`config.mk`:
```
export PLATFORM = sky130hd
export DESIGN_NAME = cordic_nco_sched
export DESIGN_NICKNAME = d
export VERILOG_FILES = /design/src/rtl/cordic_nco_sched.sv
export SDC_FILE = /design/constraint.sdc
export NUM_CORES = 1
export LEC_CHECK = 0
export ABC_AREA = 1
export BUFFER_PORTS_ARGS = -buffer_cell sky130_fd_sc_hd__buf_2
export CELL_PAD_IN_SITES_DETAIL_PLACEMENT = 1
export CELL_PAD_IN_SITES_GLOBAL_PLACEMENT = 2
export CORE_MARGIN = 5
export CORE_UTILIZATION = 35
export CTS_CLUSTER_DIAMETER = 200
export CTS_CLUSTER_SIZE = 8
export DETAILED_ROUTE_END_ITERATION = 12
export GPL_ROUTABILITY_DRIVEN = 0
export PLACE_DENSITY_LB_ADDON = 0.1
export SYNTH_ARGS = -nofsm -noshare
export SYNTH_HDL_FRONTEND = slang
export SYNTH_SLANG_ARGS = --single-unit
```
`constraint.sdc`:
```
create_clock -name clk -period 4.55 [get_ports clk]
set_input_delay 0.6825 -clock clk [delete_from_list [all_inputs] [get_ports clk]]
set_output_delay 0.6825 -clock clk [all_outputs]
set_load 0.03 [all_outputs]
```
`src/rtl/cordic_nco_sched.sv`:
```
`default_nettype none
// ============================================================================
// Module   : cordic_nco_sched
// Brief    : Round-robin scheduler sharing one CORDIC pipeline among N NCOs.
// Revision : 1.0
// ============================================================================
module cordic_nco_sched #(
    parameter  int N_CH       = 4,
    parameter  int PH_W       = 20,
    parameter  int CORDIC_LAT = 23,
    localparam int CH_W       = (N_CH > 1) ? $clog2(N_CH) : 1
) (
    input  logic                clk,
    input  logic                rst,
    input  logic                cfg_we,
    input  logic [CH_W-1:0]     cfg_ch,
    input  logic [PH_W-1:0]     cfg_freq,
    input  logic                cfg_clr,
    input  logic [N_CH-1:0]     req,
    output logic [N_CH-1:0]     grant,
    output logic [PH_W-1:0]     cordic_phase,
    input  logic signed [17:0]  cordic_sin,
    input  logic signed [17:0]  cordic_cos,
    output logic                out_valid,
    output logic [CH_W-1:0]     out_ch,
    output logic signed [17:0]  out_sin,
    output logic signed [17:0]  out_cos,
    output logic                busy
);

    logic [PH_W-1:0]       freq [N_CH];
    logic [PH_W-1:0]       acc  [N_CH];
    logic [CH_W-1:0]       last_grant;
    logic                  gnt_vld;
    logic [CH_W-1:0]       gnt_ch;
    logic [CORDIC_LAT-1:0] tag_vld;
    logic [CH_W-1:0]       tag_ch [CORDIC_LAT];

    logic                  sel_vld;
    logic [CH_W-1:0]       sel_ch;
    logic [CH_W-1:0]       cand;

    // First requester found scanning upward from last_grant+1, wrapping.
    always_comb begin
        sel_vld = 1'b0;
        sel_ch  = '0;
        cand    = '0;
        for (int i = 1; i <= N_CH; i++) begin
            cand = CH_W'((int'(last_grant) + i) % N_CH);
            if (!sel_vld && req[cand]) begin
                sel_vld = 1'b1;
                sel_ch  = cand;
            end
        end
    end

    // A clear issued in the same cycle as an increment overrides it (later NBA wins).
    always_ff @(posedge clk) begin
        if (!rst) begin
            for (int i = 0; i < N_CH; i++) begin
                freq[i] <= '0;
                acc[i]  <= '0;
            end
        end else begin
            if (sel_vld)
                acc[sel_ch] <= acc[sel_ch] + freq[sel_ch];
            if (cfg_we)
                freq[cfg_ch] <= cfg_freq;
            if (cfg_clr)
                acc[cfg_ch] <= '0;
        end
    end

    always_ff @(posedge clk) begin
        if (!rst) begin
            last_grant   <= CH_W'(N_CH - 1);
            grant        <= '0;
            gnt_vld      <= 1'b0;
            gnt_ch       <= '0;
            cordic_phase <= '0;
        end else begin
            grant   <= N_CH'(sel_vld) << sel_ch;
            gnt_vld <= sel_vld;
            gnt_ch  <= sel_ch;
            if (sel_vld) begin
                last_grant   <= sel_ch;
                cordic_phase <= acc[sel_ch];
            end
        end
    end

    // Tag line is fed from the registered grant so its tail meets the CORDIC result.
    always_ff @(posedge clk) begin
        if (!rst)
            tag_vld <= '0;
        else
            tag_vld <= {tag_vld[CORDIC_LAT-2:0], gnt_vld};
    end

    always_ff @(posedge clk) begin
        tag_ch[0] <= gnt_ch;
        for (int i = 1; i < CORDIC_LAT; i++)
            tag_ch[i] <= tag_ch[i-1];
    end

    always_ff @(posedge clk) begin
        if (!rst) begin
            out_valid <= 1'b0;
            out_ch    <= '0;
            out_sin   <= '0;
            out_cos   <= '0;
        end else begin
            out_valid <= tag_vld[CORDIC_LAT-1];
            if (tag_vld[CORDIC_LAT-1]) begin
                out_ch  <= tag_ch[CORDIC_LAT-1];
                out_sin <= cordic_sin;
                out_cos <= cordic_cos;
            end
        end
    end

    assign busy = gnt_vld | (|tag_vld) | out_valid;

endmodule
`default_nettype wire

```
; Yosys cells after proc, flatten, opt, wreduce, memory -nomap -nowiden
; Memories as Yosys holds them, arrays and structs flattened. A register that Yosys moved wholly into a read port is not among the register bits.
; Index checks and enable logic that the tools add are counted.
[classes]
bitwise_logic = 2
add_sub_neg = 5
mux = 35
shifts = 1
n_reduce_logical = 11
n_lt_le_gt_ge = 4
[op_table]
columns = op, n
row1 = $mux 20, 3
row2 = $reduce_or 20->1, 3
row3 = $reduce_or 23->1, 1
row4 = $mux 1, 21
row5 = $add 20x20->20, 1
row6 = $mux 2, 7
row7 = $lt 2x3->1 const B, 4
row8 = $bmux 1 s2, 4
row9 = $add 2x1->2 const B, 2
row10 = $add 2x2->2 const B, 2
row11 = $logic_not 1->1, 4
row12 = $shl 1x2->4, 1
row13 = $logic_and 1x1->1, 3
row14 = $or 1x1->1, 2
[word_totals]
output_inout_bits = 64
ramBits = 206
elab_cells = 70
inputBits = 66
regBits = 89
n_memories = 3
[memory_table]
columns = memory, words, word_bits, rd, rd_clocked_by_memory_dff, wr, line_no
row1 = acc, 4, 20, 1, 0, 4, 32  ; logic [PH_W-1:0] acc [N_CH];
row2 = freq, 4, 20, 1, 0, 4, 31  ; logic [PH_W-1:0] freq [N_CH];
row3 = tag_ch, 23, 2, 23, 1, 23, 37  ; logic [CH_W-1:0] tag_ch [CORDIC_LAT];

; Depth between registers and ports, before layout
[logic_depth]
depth_word = 18
mapped_depth = 32

; Worst setup path before layout
; OpenSTA, ideal clock, no wires.
[synth_timing]
path_kind = input to register
startpoint = input req[2]
endpoint = memory acc[0][19]
setup_ps = 132
slack_ps = 670
n_path_buf = 3
stages = 21
t_arrival_ps = 3747
cell_sequence = nand2_1 -> nand2_1 -> nand2_2 -> nand2_2 -> nor3_1 -> nand2_1 -> nand2_4 -> buf_2 -> clkbuf_1 -> clkbuf_1 -> a32o_1 -> inv_1 -> ha_1 -> a21oi_1 -> inv_1 -> a21oi_1 -> nor2_1 -> a2111oi_0 -> nand3_1 -> nand4_1 -> a21oi_1
[synth_rtl]
columns = item, line_no
row1 = "start, declared", 19  ; input logic [N_CH-1:0] req,
row2 = "end, declared", 32

==> key figures <==
Outcome
  – Status: finished clean

Route
  – Remaining routing DRC violations: 0
  – Vias per cell: between 5 and 6
  – Drt first pass iters: 5
  – Routed Antenna Nets: 0
  – WL per Instance: 19.07 um
  – Routed WL: slightly below 40 mm
  – Vias: 10.46k
  – 1st-iter DRT viols: 397

Clocking
  – CTS max path bufs: 3
  – Hold Buf Count CTS: 0
  – Clock root cell: clkbuf_16
  – H-tree depth: 2
  – CTS tree: built
  – Clock insertion delay at the later pin of the skew report: 570 ps
  – Clock-pin slew on the worst setup and hold paths: about 50 ps
  – TritonCTS Buffers: 43
  – Total clock sinks: 297

Placement
  – Hpwl dp: 25.83 mm
  – Pre-CTS WS: around 75 ps
  – Port Buffers: 129
  – Placed Area: about 13,000 um2

Floorplan
  – Starting Density: 0.3544
  – Die area: between 30,000 and 40,000 um2
  – Die Height: a little under 200 um
  – Core area: ~34,000 um2
  – # IOs: 130
  – Die Wd: about 200 um
  – # rows: approximately 70

Setup path
  – Startpoint Class: flip-flop
  – Worst r2r src: last_grant[1]
  – Crit Path Category: flip-flop to flip-flop
  – Crit path arrival time: 4560 ps
  – Slowest-stage cell, CP: dfxtp_1
  – Reg2Reg Depth: 28
  – Crit path from: last_grant[1]
  – Worst path max stage delay: 460 ps
  – Worst Path Max Fanout: between 50 and 60
  – Crit path required time: roughly 5000 ps
  – Worst path most repeated cell: nand2_1
  – Critical Path End Type: flip-flop

Timing
  – Final Hold Fails: 0
  – Pins over their slew limit: 0
  – Setup violators final: 0
  – Fmax: 245.8 MHz
  – Final period utilization: 0.8943
  – Worst-margin pin slew: about 1100 ps
  – Worst Skew: ~20 ps
  – Final min period: around 4100 ps
  – RSZ-0062 raised after global routing: false
  – PnR worst setup slack: roughly 480 ps
  – Final hold slack: 317.6 ps
  – Slew HR: 0.2536
  – Setup TNS: 0 ps

Final layout
  – Share of cells above drive strength 1: 0.1676
  – Antenna cells: 0
  – Final Cell Area: roughly 15,000 um2
  – Most frequent cells in the layout: nand2_1, dfxtp_1, nor2_1, buf_2, a21oi_1
  – Commonest non-fill, non-tap cell in the layout: nand2_1
  – Area grow syn2layout: 20.10%
  – # fillers: between 4k and 5k
  – # nets final: around 1.7k

Synthesis
  – Post-Synthesis Cell Area: between 10,000 and 15,000 um2
  – EDFF count, synth: 80
  – Predominant post-synthesis flop cell: dfxtp_1
  – Ys async rst share: 0
  – Sequential fraction of the synthesis area: 0.5525
  – Mapped Cells: 1,467
  – Register bit count reported by yosys: roughly 300
  – Synth warn: 0
  – Mapped Nets: around 1.6k
  – Post-synth cell types: just over 40
  – Mean post-synth cell area: between 8 and 9 um2

Global route
  – Largest net degree at the start of global routing: 60
  – Global-route wire length before repair: roughly 62 mm
  – Antenna violations before repair: 0
  – Tot GR Track Use: 0.2027
  – GRT Residual Overflow: 0
  – Number of global-route vias before repair: roughly 11k

Min path
  – Hold wc startpoint: tag_ch[1][1]
  – WHS Path Cells: 0
  – Hold WC Path Type: flip-flop to flip-flop

Run
  – Max-Cap Viols: 0
==> worst paths after layout <==
path | endpoint | slack [ps]
min reg2reg | tag_ch[2][1] | 320
max | acc[0][17] | 480
max reg2reg | acc[0][17] | 480
min | tag_ch[2][1] | 320
==> logic make-up (layout without fill, tap and decap cells) <==
logic type,after synthesis,count (layout),share of synthesized area
and+or+nand+nor,688,688,0.2389
xor gates and xnor gates,5,5,0.004202
DFF,297,297,0.5525
buffers and inverters,197,347,0.06322
AOI/OAI and AO/OA,260,260,0.1201
adders and majority gates,20,20,0.02111
==> flip-flops by register name (all words and copies together), names as in the netlist, 2 cells and up <==
register and flops:
acc 80, out_sin 18, last_grant 2, out_cos 18, grant 4, gnt_ch 2
tag_ch 46, out_ch 2, cordic_phase 20, tag_vld 23, freq 80
==> synthesized netlist by cell type (2+ instances only) <==
cell	count	area [um2]
nor3_1	10	50.05
dfxtp_1	217	4344
a32o_1	16	160.2
a22o_1	10	87.58
nand3_1	60	300.3
nand3_2	8	80.08
nand2_4	2	22.52
buf_1	9	33.78
buf_2	10	50.05
nand3b_1	3	22.52
nand4_1	29	181.4
a21oi_1	113	565.5
nor2_2	2	12.51
o22ai_1	9	56.30
clkbuf_1	58	217.7
nor4_1	5	31.28
a21o_1	6	45.04
a31oi_1	3	18.77
inv_4	2	12.51
inv_1	109	409.1
buf_6	2	22.52
nor2_1	201	754.5
nand2_2	20	125.1
xnor2_1	3	26.28
ha_1	19	237.7
edfxtp_1	80	2402
o21ai_0	98	490.5
or2_2	4	25.02
inv_2	7	26.28
nand2_1	341	1280
==> final cells by class <==
class	instances	area [um2]	area share
inverters	118	447.9	0.03054
flip-flops and latches	297	6748	0.4601
multi-input cells	973	4706	0.3209
well taps	455	569.3	0.03882
clock buffers	54	1117	0.07619
repair buffers	171	998.5	0.06808
clock inverters	4	78.83	0.005375
==> per-stage QoR <==
| step | cells | util |
|---|---|---|
| finish | 2072 | 0.4256 |
| global route | 2072 | 0.4256 |
| CTS | 2072 | 0.4256 |
| detailed placement | 2014 | 0.3909 |
| global placement | 2014 | 0.3909 |
| floorplan | 1467 | - |
==> metal layers <==
layer,up-vias,track usage,share of wire
met5,-,0,0
met4,0,0.06138,0.024
met3,60,0.03197,0.043
met2,205,0.3478,0.48
met1,5093,0.2645,0.46
li1,5098,-,-
==> worst max-delay path, delay by kind of cell (launching register included) <==
family | cells | cell delay, ps
buffers and inverters | 4 | 660
DFF | 1 | 460
AOI/OAI and AO/OA | 2 | 210
and+or+nand+nor | 21 | 2360
adders and majority gates | 1 | 270
==> what timing repair did <==
| item | 4_1_cts | 5_1_grt |
|---|---|---|
| endpoints found under the setup margin | 0 | 37 |
| gates resized for setup | 0 | 2 |
| buffers inserted | 0 | 0 |
Power is left out: the tool's default activity adds up to more than one toggle a clock period on the data nets, which glitch-free logic cannot reach.
